$ cat config.mk
export PLATFORM = sky130hd
export DESIGN_NAME = alu_mult_seq_flat
export DESIGN_NICKNAME = d
export VERILOG_FILES = /design/src/rtl/cpu_types_pkg.sv /design/src/rtl/alu_if.sv /design/src/rtl/alu.sv /design/src/rtl/alu_mult_seq.sv /design/src/flat_wrapper.sv
export SDC_FILE = /design/constraint.sdc
export NUM_CORES = 1
export LEC_CHECK = 0
export CAP_MARGIN = 20
export CORE_AREA = 2 2 160 115
export DETAILED_ROUTE_END_ITERATION = 12
export DIE_AREA = 0 0 162 117
export PLACE_DENSITY = 0.92
export SETUP_SLACK_MARGIN = 0.1
export SKIP_LAST_GASP = 1
export SLEW_MARGIN = 20
export SYNTH_ARGS = -nofsm -noshare
export SYNTH_HDL_FRONTEND = slang
export SYNTH_SLANG_ARGS = --single-unit
$ cat constraint.sdc
create_clock -name CLK -period 2.6 [get_ports CLK]
set_input_delay 0.39 -clock CLK [delete_from_list [all_inputs] [get_ports CLK]]
set_output_delay 0.39 -clock CLK [all_outputs]
set_load 0.01 [all_outputs]
$ cat src/rtl/cpu_types_pkg.sv
// Shared CPU types: ALU operation codes and the sequential multiplier's state encoding.
package cpu_types_pkg;

  localparam int WORD_W     = 32;
  localparam int MULT_STEPS = 32;

  typedef enum logic [3:0] {
    ALU_SLL, ALU_SRL, ALU_SRA, ALU_ADD, ALU_SUB, ALU_AND,
    ALU_OR,  ALU_XOR, ALU_NOR, ALU_SLT, ALU_SLTU
  } aluop_t;

  typedef enum logic [2:0] {IDLE, ADD, CARRY, SHIFT, DONE} multstate_t;

endpackage

$ cat src/rtl/alu_if.sv
// Bundle between an ALU initiator (tb side) and the combinational ALU.
interface alu_if;
  import cpu_types_pkg::*;

  logic [WORD_W-1:0] A;
  logic [WORD_W-1:0] B;
  logic [WORD_W-1:0] O;
  aluop_t            ALUOP;
  logic              N;
  logic              Z;
  logic              V;

  modport tb  (output A, B, ALUOP, input O, N, Z, V);
  modport alu (input A, B, ALUOP, output O, N, Z, V);
endinterface

$ cat src/rtl/alu.sv
// Shared combinational ALU; O follows A/B/ALUOP in the same cycle.
module alu
  import cpu_types_pkg::*;
(
  alu_if.alu aluif
);

  // NOTE: assign every always_comb output before the case so no path infers a latch.
  always_comb begin
    aluif.O = '0;
    aluif.V = 1'b0;
    case (aluif.ALUOP)
      ALU_SLL:  aluif.O = aluif.A << aluif.B[4:0];
      ALU_SRL:  aluif.O = aluif.A >> aluif.B[4:0];
      ALU_SRA:  aluif.O = $signed(aluif.A) >>> aluif.B[4:0];
      ALU_ADD: begin
        aluif.O = aluif.A + aluif.B;
        aluif.V = (aluif.A[WORD_W-1] == aluif.B[WORD_W-1]) &&
                  (aluif.O[WORD_W-1] != aluif.A[WORD_W-1]);
      end
      ALU_SUB: begin
        aluif.O = aluif.A - aluif.B;
        aluif.V = (aluif.A[WORD_W-1] != aluif.B[WORD_W-1]) &&
                  (aluif.O[WORD_W-1] != aluif.A[WORD_W-1]);
      end
      ALU_AND:  aluif.O = aluif.A & aluif.B;
      ALU_OR:   aluif.O = aluif.A | aluif.B;
      ALU_XOR:  aluif.O = aluif.A ^ aluif.B;
      ALU_NOR:  aluif.O = ~(aluif.A | aluif.B);
      ALU_SLT:  aluif.O = {{(WORD_W-1){1'b0}}, $signed(aluif.A) < $signed(aluif.B)};
      ALU_SLTU: aluif.O = {{(WORD_W-1){1'b0}}, aluif.A < aluif.B};
      default:  aluif.O = '0;
    endcase
  end

  assign aluif.N = aluif.O[WORD_W-1];
  assign aluif.Z = (aluif.O == '0);

endmodule

$ cat src/rtl/alu_mult_seq.sv
// Shift-and-add MULTU engine that borrows the shared ALU for every add and carry test.
module alu_mult_seq
  import cpu_types_pkg::*;
#(
  parameter int WIDTH = WORD_W,
  parameter int STEPS = MULT_STEPS
) (
  input  logic             CLK,
  input  logic             RST,
  input  logic             start,
  input  logic [WIDTH-1:0] mcand,
  input  logic [WIDTH-1:0] mplier,
  output logic             busy,
  output logic             done,
  output logic [WIDTH-1:0] hi,
  output logic [WIDTH-1:0] lo,
  alu_if.tb                aluif
);

  localparam int CW = $clog2(STEPS);

  multstate_t       state, next_state;
  logic [WIDTH-1:0] m, p_hi, p_lo, sum;
  logic             carry, added;
  logic [CW-1:0]    count;

  logic [WIDTH-1:0] nh, shift_hi, shift_lo;
  logic             nc, last_step;

  // The ALU result only replaces HI when this step took the ADD/CARRY path.
  assign nh        = added ? sum : p_hi;
  assign nc        = added & carry;
  assign shift_hi  = {nc, nh[WIDTH-1:1]};
  assign shift_lo  = {nh[0], p_lo[WIDTH-1:1]};
  assign last_step = (count == CW'(STEPS - 1));

  assign busy = (state != IDLE);
  assign done = (state == DONE);

  always_comb begin
    next_state  = state;
    aluif.A     = '0;
    aluif.B     = '0;
    aluif.ALUOP = ALU_ADD;
    case (state)
      IDLE:  if (start) next_state = mplier[0] ? ADD : SHIFT;
      ADD: begin
        aluif.A    = p_hi;
        aluif.B    = m;
        next_state = CARRY;
      end
      CARRY: begin
        aluif.A     = sum;
        aluif.B     = m;
        aluif.ALUOP = ALU_SLTU;
        next_state  = SHIFT;
      end
      SHIFT: begin
        if (last_step)        next_state = DONE;
        else if (shift_lo[0]) next_state = ADD;
        else                  next_state = SHIFT;
      end
      DONE:    next_state = IDLE;
      default: next_state = IDLE;
    endcase
  end

  // NOTE: sequential state uses non-blocking assignments so every register samples pre-edge values.
  always_ff @(posedge CLK) begin
    if (RST) begin
      state <= IDLE;
      m     <= '0;
      p_hi  <= '0;
      p_lo  <= '0;
      sum   <= '0;
      carry <= 1'b0;
      added <= 1'b0;
      count <= '0;
      hi    <= '0;
      lo    <= '0;
    end else begin
      state <= next_state;
      case (state)
        IDLE: if (start) begin
          m     <= mcand;
          p_lo  <= mplier;
          p_hi  <= '0;
          count <= '0;
          added <= 1'b0;
        end
        ADD:   sum <= aluif.O;
        CARRY: begin
          carry <= aluif.O[0];
          added <= 1'b1;
        end
        SHIFT: begin
          p_hi  <= shift_hi;
          p_lo  <= shift_lo;
          count <= count + 1'b1;
          added <= 1'b0;
          if (last_step) begin
            hi <= shift_hi;
            lo <= shift_lo;
          end
        end
        default: ;
      endcase
    end
  end

endmodule
$ cat src/flat_wrapper.sv
// flat-port wrapper written by rule: the top's interface ports become plain ports
module alu_mult_seq_flat import cpu_types_pkg::*;
#(
  parameter int WIDTH = WORD_W,
  parameter int STEPS = MULT_STEPS
)
  (CLK, RST, start, mcand, mplier, busy, done, hi, lo, aluif_A, aluif_B, aluif_ALUOP, aluif_O, aluif_N, aluif_Z, aluif_V);
  alu_if aluif_i ();
  input  logic CLK;
  input  logic RST;
  input  logic start;
  input  logic [WIDTH-1:0] mcand;
  input  logic [WIDTH-1:0] mplier;
  output logic busy;
  output logic done;
  output logic [WIDTH-1:0] hi;
  output logic [WIDTH-1:0] lo;
  output wire logic [$bits(aluif_i.A)-1:0] aluif_A;
  output wire logic [$bits(aluif_i.B)-1:0] aluif_B;
  output wire logic [$bits(aluif_i.ALUOP)-1:0] aluif_ALUOP;
  input wire logic [$bits(aluif_i.O)-1:0] aluif_O;
  input wire logic [$bits(aluif_i.N)-1:0] aluif_N;
  input wire logic [$bits(aluif_i.Z)-1:0] aluif_Z;
  input wire logic [$bits(aluif_i.V)-1:0] aluif_V;
  assign aluif_A = aluif_i.A;
  assign aluif_B = aluif_i.B;
  assign aluif_ALUOP = aluif_i.ALUOP;
  assign aluif_i.O = aluif_O;
  assign aluif_i.N = aluif_N;
  assign aluif_i.Z = aluif_Z;
  assign aluif_i.V = aluif_V;
  alu_mult_seq #(.WIDTH(WIDTH), .STEPS(STEPS)) u_core (.CLK(CLK), .RST(RST), .start(start), .mcand(mcand), .mplier(mplier), .busy(busy), .done(done), .hi(hi), .lo(lo), .aluif(aluif_i));
endmodule
## Yosys cells after proc, flatten, opt, wreduce, memory -nomap -nowiden

Index checks and enable logic that the tools add are counted.
Widths: inputs -> output; s select.

| cells by class | value |
|---|---|
| $add $sub $neg | 1 |
| equality and inequality tests | 6 |
| muxes and demuxes | 17 |
| bitwise logic cells | 1 |
| reductions and logical operators | 9 |

Operators by type and width:

| kind | number |
|---|---|
| $pmux 32 s2 | 3 |
| $mux 32 | 4 |
| $pmux 3 s4 | 1 |
| $pmux 5 s2 | 1 |
| $reduce_and 2->1 | 4 |
| $eq 3x2->1 const B | 2 |
| $mux 3 | 2 |
| $reduce_bool 3->1 | 2 |
| $add 5x1->5 const B | 1 |
| $eq 5x5->1 const B | 1 |
| $mux 5 | 1 |
| $mux 2 | 2 |
| $mux 4 | 1 |
| $eq 3x1->1 const B | 1 |
| $eq 3x3->1 const B | 1 |
| $logic_not 3->1 | 1 |
| $pmux 1 s3 | 1 |
| $ne 2x2->1 const B | 1 |
| $reduce_bool 2->1 | 1 |
| $reduce_or 2->1 | 1 |
| $and 1x1->1 | 1 |
| $mux 1 | 1 |

| word-level totals | value |
|---|---|
| register bits after elaboration | 202 |
| bits of input ports | 102 |
| output and inout bits | 134 |
| word-level logic and storage cells | 44 |

## Longest topological paths before layout

| logic depth | value |
|---|---|
| depth in word-level cells | 3 |
| mapped depth | 9 |
| mapped depth without buffers | 7 |

## Worst setup path before layout

OpenSTA, ideal clock, no wires.

| path | value |
|---|---|
| kind | register to register |
| start point | register u_core.count[0] |
| end point | register u_core.hi[18] |
| setup time | 0.070 ns |
| data arrival time | 1.933 ns |
| data required time | 2.530 ns |
| slack | 0.597 ns |
| stages on the path, launching flop included | 10 |
| path buffers | 3 |
| clock period less this slack | 2.003 ns |
| path through | dfxtp_1 -> ha_1 -> and3_1 -> ha_1 -> clkbuf_1 -> nand4b_1 -> or2_2 -> buf_2 -> buf_1 -> o2bb2ai_1 |

| on the way | value |
|---|---|
| longest elaborated chain between the ends | 2 |

Ends and longest elaborated chain:

| what | RTL line | text |
|---|---|---|
| start, declared | alu_mult_seq.sv:25 | `logic [CW-1:0] count;` |
| start signal, assigned | alu_mult_seq.sv:99 | `count <= count + 1'b1;` |
| $eq 5x5->1 | alu_mult_seq.sv:35 | `assign last_step = (count == CW'(STEPS - 1));` |
| $reduce_and 2->1 (no line) | n/a |  |
| end signal, assigned | alu_mult_seq.sv:102 | `hi <= shift_hi;` |
| end, declared | alu_mult_seq.sv:15 | `output logic [WIDTH-1:0] hi,` |

Every way passes these cells.
A chain may end at the register's enable or synchronous reset.

## Final worst setup path

| path | value |
|---|---|
| start point | register u_core.state[2] |
| end point | output aluif_B[29] |

| on the way | value |
|---|---|
| longest elaborated chain between the ends | 3 |
| elaborated cells between the ends (all ways) | 4 |
| classes of those cells | eq/ne (2); mux (1); reduce/logical (1) |

Ends and longest elaborated chain:

| what | RTL line | text |
|---|---|---|
| start, declared | alu_mult_seq.sv:22 | `multstate_t state, next_state;` |
| start signal, assigned | alu_mult_seq.sv:82 | `state <= next_state;` |
| $eq 3x1->1 or $eq 3x2->1 (tied branches) | alu_mult_seq.sv:45 | `case (state)` |
| $reduce_or 2->1 (no line) (*) | n/a |  |
| $mux 32 (*) | alu_mult_seq.sv:45 |  |
| end, declared | flat_wrapper.sv:19 | `output wire logic [$bits(aluif_i.B)-1:0] aluif_B;` |

Mark *: on every way between the ends. The rest lies on a longest branch, timed or not.

==> reports/results.ini <==
[die]
fp.coreArea_sq_um=17500
start_util_pct=47.2
chipHeight_microns=117
io_pins=236
die_area_sq_um=19000
placementRows=41
die_w_microns=162

[setup_path]
crit_path_end_kind=output port
path_max_fanout=32
path_class=reg -> out
worstPathRequired_ns=2.21
reg2reg_slack_ns=0.39
arrival_ns=2.05
crit_path_start_kind=flop

[timing]
fmax_mhz=409
tightest_slew_ns=0.785
setup_tns_ns=0
finalHoldViolCount=0
rsz0062_at_grt=true
finalCriticalPeriod_ns=2.44
slew-limit-headroom_pct=47.7
setup_viol=0
hold_ws_ns=0.321
fin_crit_sh_pct=93.9
slew_violations=0
clock-skew-final_ns=0.0175

[yosys]
synth_area_per_cell_sq_um=8.99
ys_ff_latch=201
synth_warnings=0
syn-instance-count=921
syn-num-nets=1025
synth_seq_area_share_pct=48.6
netlist_area_sq_um=8280
synth_cell_types=46

[cts]
root_buffer=clkbuf_16
numCtsBuffers=20
cts_sinks=201
cts_tree=built
clk_pin_slew_worst_paths_ns=0.07
cts_htree_levels=1
cts_hold_buf=0
clockBufferDepth=3
insertion_delay_ns=0.50

[global_routing]
grt.overflow.total=0
antenna_found_initial=0
grt_use_total_pct=24.8
grt_max_degree=65
grt_first_pass_wirelength_microns=38100
grt_pass1_vias=7294

[layout]
multi_input_area_sq_um=3840
regArea_sq_um=4030
final_core_utilization_pct=65.4
fin_nets=1212
syn_to_final_growth_pct=38.6
drive_gt1_share_pct=6.95
num-fill-cells=1430
num_antenna_cells=0
layout.cells.non_filler=1358
most-common-layout-cells=nand2_1 (198), dfxtp_1 (198), clkdlybuf4s50_1 (184), a21oi_1 (75), a22o_1 (65)

[route]
post_drt_via_cell_ratio=5.64
routed_wl_microns=24200
vias=7661
drtIter0Drc=563
drc=0
drt_first_pass_iters=5
drt-wirelength-per-cell_microns=17.8
antenna_left=0

[job]
maxCapViolCount=0

[pwr]
powerDensity_nw_per_um2=623
ir_drop_v=0.000412
leakagePower_nw=4.78

[place]
portBuffers=230
gp_congestion=0.797
placedCellCount=1318
dp_hpwl_microns=15300

[min_path]
hold_class=in -> reg

[run_status]
status=completed

final timing paths:
kind / to / depth (start not counted) / start
worst max-delay path: aluif_B[29] / 5 / u_core.state[2]
worst min-delay path: u_core.sum[4] / 2 / RST
worst max register to register: u_core.lo[19] / 8 / u_core.count[0]
worst min register to register: u_core.m[19] / 2 / u_core.m[19]
per-layer routing:
layer,vias to the layer above,routed length (microns),GRT usage [%]
met4,0,556,6.73
met3,34,2360,6.48
li1,3612,-,-
met5,-,0,0
met2,363,11000,40.5
met1,3652,10300,33.0
where the power goes:
| part | internal (mW) | leakage (nW) | switching (mW) |
|---|---|---|---|
| Sequential | 3.21 | 1.64 | 0.105 |
| Clock | 1.65 | 0.317 | 1.19 |
| Combinational | 0.461 | 2.83 | 0.524 |
repair_timing:
| item | CTS | global route |
|---|---|---|
| gates resized for setup | 42 | 14 |
| cloned | 2 | 0 |
| setup buffers | 2 | 0 |
| pin swaps | 1 | 0 |
| endpoints found under the setup margin | 64 | 32 |
cell type report:
class | count | area share, %
Sequential cell | 201 | 35.1
Multi-Input combinational cell | 626 | 33.5
Timing Repair Buffer | 256 | 23.1
Clock buffer | 33 | 5.50
Tap cell | 236 | 2.57
Clock inverter | 3 | 0.153
Inverter | 3 | 0.0981
registers in the layout (all words and copies together) (netlist names):
| signal | flops |
|---|---|
| u_core.added | 1 |
| u_core.carry | 1 |
| u_core.count | 5 |
| u_core.hi | 32 |
| u_core.lo | 32 |
| u_core.m | 32 |
| u_core.p_hi | 32 |
| u_core.p_lo | 31 |
| u_core.state | 3 |
| u_core.sum | 32 |
kinds of logic (layout without fill, tap and decap cells):
logic type      after synthesis  in the layout  synth area share [%]
fa+ha+maj                     2              2                 0.302
xor+xnor                      1              1                 0.106
simple gates                349            349                  19.3
flops                       201            201                  48.6
buf+inv                      94            295                  5.37
other cells                   2              2                0.0907
mux                          33             33                  4.04
compound gates              239            239                  22.2
worst max-delay path: stages, from the launching register on:
cell and delay, ns:
dfxtp_1 0.33, buf_4 0.20, nor2_4 0.15, buf_12 0.18
and2_1 0.14, clkdlybuf4s50_1 0.54
through the flow:
step           worst slack, ns  power (mW)  area, sq um
6_report                 0.158        7.15        11500
5_1_grt                 0.0790        7.42        11500
4_1_cts                  0.132        7.19        11400
3_5_place_dp             0.314        4.32        10700
3_3_place_gp             0.325        4.29        10700
2_1_floorplan            0.597        3.90         8280
synthesized netlist by cell type (all sizes together):
| library cell | count | area [sq um] |
|---|---|---|
| nor2b | 2 | 12.5 |
| or3 | 1 | 6.26 |
| mux2 | 3 | 33.8 |
| a21oi | 76 | 384 |
| buf | 51 | 283 |
| mux2i | 30 | 300 |
| a2bb2oi | 1 | 8.76 |
| inv | 2 | 7.51 |
| o21ba | 28 | 280 |
| nand4b | 1 | 8.76 |
| or3b | 1 | 8.76 |
| dfxtp | 201 | 4020 |
| o2bb2ai | 28 | 245 |
| nand3b | 1 | 7.51 |
| nor3b | 3 | 27.5 |
| or4b | 1 | 10.0 |
| nand2 | 198 | 743 |
| a22o | 65 | 569 |
| and2 | 32 | 200 |
| and3 | 29 | 181 |
| o211ai | 1 | 7.51 |
| a311oi | 33 | 289 |
| xnor2 | 1 | 8.76 |
| clkinv | 1 | 3.75 |
| conb | 2 | 7.51 |
| a21o | 2 | 15.0 |
| clkbuf | 40 | 150 |
| o31ai | 1 | 7.51 |
| nor2 | 31 | 116 |
| o21ai | 1 | 5.00 |
| nand3 | 10 | 50.1 |
| nor3 | 32 | 160 |
| or2 | 1 | 6.26 |
| ha | 2 | 25.0 |
| a41oi | 1 | 8.76 |
| nor4b | 1 | 23.8 |
| a32o | 1 | 10.0 |
| and3b | 1 | 8.76 |
| nand2b | 4 | 25.0 |
| a31oi | 1 | 6.26 |
Power figures use the tool's default switching activity.
==> variant 1, RTL diff (same settings) <==
The 5 states of `multstate_t` get a one-hot encoding in 5 bits.
--- a/src/rtl/cpu_types_pkg.sv
+++ b/src/rtl/cpu_types_pkg.sv
@@ -9,7 +9,7 @@
     ALU_OR,  ALU_XOR, ALU_NOR, ALU_SLT, ALU_SLTU
   } aluop_t;
 
-  typedef enum logic [2:0] {IDLE, ADD, CARRY, SHIFT, DONE} multstate_t;
+  typedef enum logic [4:0] {IDLE = 5'b00001, ADD = 5'b00010, CARRY = 5'b00100, SHIFT = 5'b01000, DONE = 5'b10000} multstate_t;
 
 endpackage
 
Formal check against the unedited RTL: no difference found for any inputs over 4 cycles, from zero or initial values and one cycle with RST high; so few cycles prove little.
==> variant 1 against the unedited design <==
- the flow now finishes with violations (negative setup slack)
- register-to-register slack improved by 30 ps
- count of clock-buffer cells in the layout down 5
- die area did not move
- sequential cell count rose by 2
- maximum frequency down 6.1%
- total power is 4.6% lower
- routed wire length grew 18%
- area after synthesis increased by 8.1%
- final area grew 5.0%
- worst setup slack got worse by 160 ps
==> variant 1: results (changes against the unedited design) <==
Status = complete, but fails checks
Failing checks = negative setup slack
Worst reg2reg path endpoint = u_core.hi[22]
DR iter-0 viols = 993 (+76%)
Placed Cells incl. Taps = 1351 (+2.5%)
Antenna cells = 0 (unchanged)
Worst setup margin = -0.681 ps (-159 ps)
Synth top area cells = dfxtp_1, clkbuf_1, mux2i_1, nand3_1, o221a_2
Leak = 4.19 nW (-12%)
CP endpoint = aluif_A[8]
Worst-path clk slew = 60 ps
Skew final = 10.3 ps (-7.20 ps)
Worst Hold Class = flop to flop
Avg Inst Size Synth = 9.14 um^2 (+1.8%)
Worst reg-to-reg path cell count = 6 (-2)
Reg2Reg Setup Slack = 420 ps (+30 ps)
Crit path from = u_core.state[4]
CTS max path bufs = 3 (unchanged)
CP max FO = 8 (-75%)
Largest net degree at the start of global routing = 169 (+160%)
# H-tree levels = 1 (unchanged)
Library cells used by synthesis = 45 (-2.2%)
Vias in the first global route = 8408 (+15%)
Post-DR vias/cell = 6.36 (+13%)
Post-synthesis sequential area ratio = 0.454 (-0.0318)
Layout net count = 1259 (+3.9%)
Final setup fails = 1 (+1)
Worst IR drop on VDD = 351 uV (-15%)
DP HPWL = 16900 um (+10%)
Post-Route WL = 28600 um (+18%)
RD Place Congestion = 0.839 (+5.3%)
CTS buffer count = 21 (+5.0%)
Syn Nets = 1082 (+5.6%)
Clock root buffer master = clkbuf_16
WL/cell = 20.4 um (+15%)
Initial antenna violation count = 1 (+1)
GR Util All Layers = 0.287 (+0.0388)
Worst Path Arrival = 2210 ps (+160 ps)
Post-synth top cells = dfxtp_1, clkbuf_1, nand3_1
Proportion of layout cells with a drive suffix above 1 = 0.196 (+0.127)
Tightest Pin Transition = 857 ps (+72.5 ps)
First-pass GRT wire length = 44400 um (+17%)
Yosys warning count = 0 (unchanged)
Drt pass-1 iters = 6 (+1)
[variant 1: cell count changes after synthesis, moves of 33 or more]
cell,before,now
inv_1,2,37
o21ai_0,1,67
nand2_1,198,43
nand3_1,10,69
clkbuf_1,40,94
a211oi_1,0,33
o32ai_1,0,35
a22o_1,65,32
[variant 1: layout make-up]
| type | instances | area (um^2) |
|---|---|---|
| Fill cell | 1339 | 5500 |
| Multi-Input combinational cell | 610 | 4300 |
| Sequential cell | 203 | 4070 |
| Timing Repair Buffer | 282 | 2610 |
| Clock buffer | 28 | 592 |
| Tap cell | 236 | 295 |
| Inverter | 37 | 140 |
| Clock inverter | 7 | 43.8 |
[variant 1: worst min path at each step]
stage                          from              end  slack, ps  cells after the start
CTS                       mcand[23]     u_core.m[23]        450                      3
detailed placement    u_core.lo[31]    u_core.lo[31]        450                      2
finish                u_core.lo[31]    u_core.lo[31]        460                      2
global placement      u_core.lo[30]    u_core.lo[30]        440                      2
global route            aluif_O[29]   u_core.sum[29]        460                      3
floorplan           u_core.count[4]  u_core.count[4]        440                      2
[variant 1: report_power, final]
part           total [W]  switching, W  internal [W]  leakage [nW]
combinational   0.000728      0.000396      0.000331          2.23
sequential       0.00329     0.0000744       0.00321          1.65
clock            0.00281       0.00121       0.00160         0.312
[variant 1: kinds of logic (layout without fill, tap and decap cells)]
family | after synthesis | in the layout | share of synthesized area
XOR/XNOR | 2 | 2 | 0.00196
multiplexers | 36 | 36 | 0.0404
adder cells (fa/ha/maj) | 2 | 2 | 0.00280
AND/OR/NAND/NOR | 175 | 175 | 0.101
flip-flops | 203 | 203 | 0.454
buffers and inverters | 165 | 354 | 0.0748
AO/OA/AOI/OAI | 393 | 393 | 0.324
other | 2 | 2 | 0.000840
[variant 1: worst max-delay path, stage by stage, from the launching register on]
cell,delay [ps]
dfxtp_4,350
or4_4,550
nor2_4,190
buf_6,130
buf_6,90
buf_16,130
a22o_1,150
buf_2,130
[variant 1: metal layers]
layer,wire (um),vias to the layer above,share of wire,track usage
li1,-,4060,-,-
met1,11900,4309,0.41,0.380
met2,12900,477,0.45,0.457
met3,3000,75,0.10,0.0761
met4,879,2,0.031,0.103
met5,13,-,0.00045,0
[variant 1: stage by stage]
step            util  setup TNS, ps  setup WS, ps  hold slack (ps)  instance area, um^2
4_1_cts        0.690          -2520         -96.1              449                12100
5_1_grt        0.687           -527         -78.4              464                12000
3_3_place_gp   0.649              0           251              443                11400
3_5_place_dp   0.649              0           215              451                11400
2_1_floorplan      -              0           616              444                 8940
6_report       0.687         -0.681        -0.681              457                12000
[variant 1: repair_timing]
item                       CTS  global route
setup endpoints to repair   66            67
setup buffers                5             7
hold endpoints to repair     0             0
pin swaps                    6            14
gates resized for setup    123           103
cloned                       3             2
==> variant 2, RTL diff (config.mk and constraints unchanged) <==
Without the edit above. Set the package constant `MULT_STEPS` to 128 (it was 32).
--- a/src/rtl/cpu_types_pkg.sv
+++ b/src/rtl/cpu_types_pkg.sv
@@ -2,7 +2,7 @@
 package cpu_types_pkg;
 
   localparam int WORD_W     = 32;
-  localparam int MULT_STEPS = 32;
+  localparam int MULT_STEPS = 128;
 
   typedef enum logic [3:0] {
     ALU_SLL, ALU_SRL, ALU_SRA, ALU_ADD, ALU_SUB, ALU_AND,
Check against the original RTL: same outputs for any inputs over 4 cycles, from zero or initial values and one cycle with RST high; that may be too few to reach the edited logic, so the function may still have changed.
==> variant 2 against the unedited design <==
- total power increased by 5.7%
- routed wire length increased by 12%
- critical endpoint is now aluif_ALUOP[0]
- sequential cell count increased by 2
- area after synthesis increased by 7.0%
- final area increased by 5.9%
- register-to-register slack improved by 110 ps
- critical path depth increased by 1
- sequential power about the same
- worst setup slack improved by 46 ps
- clock skew decreased by 4.6 ps
==> variant 2: results (changes against the unedited design) <==
Status = finished, final reports clean
Proportion of layout cells with a drive suffix above 1 = 0.0777 (+0.00817)
Synth top area cells = dfxtp_1, a21oi_1, nand2_1, mux2i_1, a22o_1
Worst reg-to-reg path cell count = 6 (-2)
Clock root buffer master = clkbuf_16
Crit path from = u_core.state[0]
Post-synth top cells = dfxtp_1, a21oi_1, nand2_1
Library cells used by synthesis = 47 (+2.2%)
Grt met2 use = 0.442 (+0.0369)
Min Hold Slack = 293 ps (-28.3 ps)
Leak = 5.05 nW (+5.7%)
Worst-path clk slew = 60 ps
Hold EP = u_core.sum[7]
GR Util All Layers = 0.268 (+0.0195)
Skew final = 12.8 ps (-4.62 ps)
WL/cell = 18.7 um (+5.0%)
Met3 WL = 2820 um (+20%)
Layout net count = 1299 (+7.2%)
Clock latency on the worst-skew pair = 500 ps (about the same)
Met1 Use GR = 0.351 (+0.0212)
CP endpoint = aluif_ALUOP[0]
Post-synthesis sequential area ratio = 0.459 (-0.0275)
Vias in the first global route = 7937 (+8.8%)
DP HPWL = 16600 um (+8.3%)
Worst Hold Class = primary input to flop
Worst reg2reg path endpoint = u_core.m[21]
Largest net degree at the start of global routing = 109 (+68%)
# H-tree levels = 1 (unchanged)
FILL cells = 1345 (-5.9%)
Top Layer Used = met4
Worst IR drop on VDD = 467 uV (+13%)
Slew headroom = 0.458 (-0.0193)
Met3 GRT Util = 0.0719 (+0.00705)
Worst Path Arrival = 2010 ps (-40 ps)
Met1 Wirelength = 11200 um (+8.6%)
RD Place Congestion = 0.769 (-3.6%)
Initial antenna violation count = 0 (unchanged)
DR iter-0 viols = 938 (+67%)
Worst path max stage delay = 490 ps (-50 ps)
Post-DR vias/cell = 5.99 (+6.2%)
Syn Nets = 1130 (+10%)
First-pass GRT wire length = 41300 um (+8.4%)
Reg2Reg Setup Slack = 500 ps (+110 ps)
Worst Hold Launch = RST
DR WL met2 = 12500 um (+14%)
CP max FO = 17 (-47%)
[variant 2: what timing repair did]
item / in CTS / in global routing
setup buffers: 6 / 2
gates cloned: 3 / 0
hold buffers: 0 / 0
setup endpoints to repair: 66 / 29
pin swaps: 1 / 0
gates resized for setup: 46 / 30
[variant 2: cell type report]
| cell class | count | share of cell area |
|---|---|---|
| Clock buffer | 31 | 0.0521 |
| Clock inverter | 5 | 0.00824 |
| Inverter | 2 | 0.000618 |
| Multi-Input combinational cell | 704 | 0.353 |
| Sequential cell | 203 | 0.335 |
| Tap cell | 236 | 0.0243 |
| Timing Repair Buffer | 265 | 0.226 |
[variant 2: critical path, delay by kind of cell (launching register included)]
kind / cells / cell delay [ps]
simple gates: 1 / 190
buf+inv: 5 / 1000
flops: 1 / 320
[variant 2: stage by stage]
step	total power [W]	setup WS [ps]	util	std cells	instance area, um^2
2_1_floorplan	0.00394	759	-	1027	8860
3_3_place_gp	0.00432	284	0.640	1399	11200
3_5_place_dp	0.00435	259	0.640	1399	11200
4_1_cts	0.00758	-24.5	0.687	1444	12100
5_1_grt	0.00783	150	0.693	1446	12200
6_report	0.00755	204	0.693	1446	12200
[variant 2: where the power goes]
part	internal (W)	total (W)	switching, W	leakage [nW]
clock	0.00197	0.00319	0.00121	0.363
sequential	0.00323	0.00333	0.000100	1.65
combinational	0.000466	0.00104	0.000571	3.04
total	0.00567	0.00755	0.00189	5.05
[variant 2: cells by family (layout without fill, tap and decap cells)]
group,count (synthesis),in the layout,synth area share
flip-flops,203,203,0.459
other,2,2,0.000848
buffers and inverters,120,303,0.0613
AND/OR/NAND/NOR,332,332,0.186
XOR/XNOR,1,1,0.000989
AO/OA/AOI/OAI,334,334,0.252
multiplexers,34,34,0.0388
adder cells (fa/ha/maj),1,1,0.00141
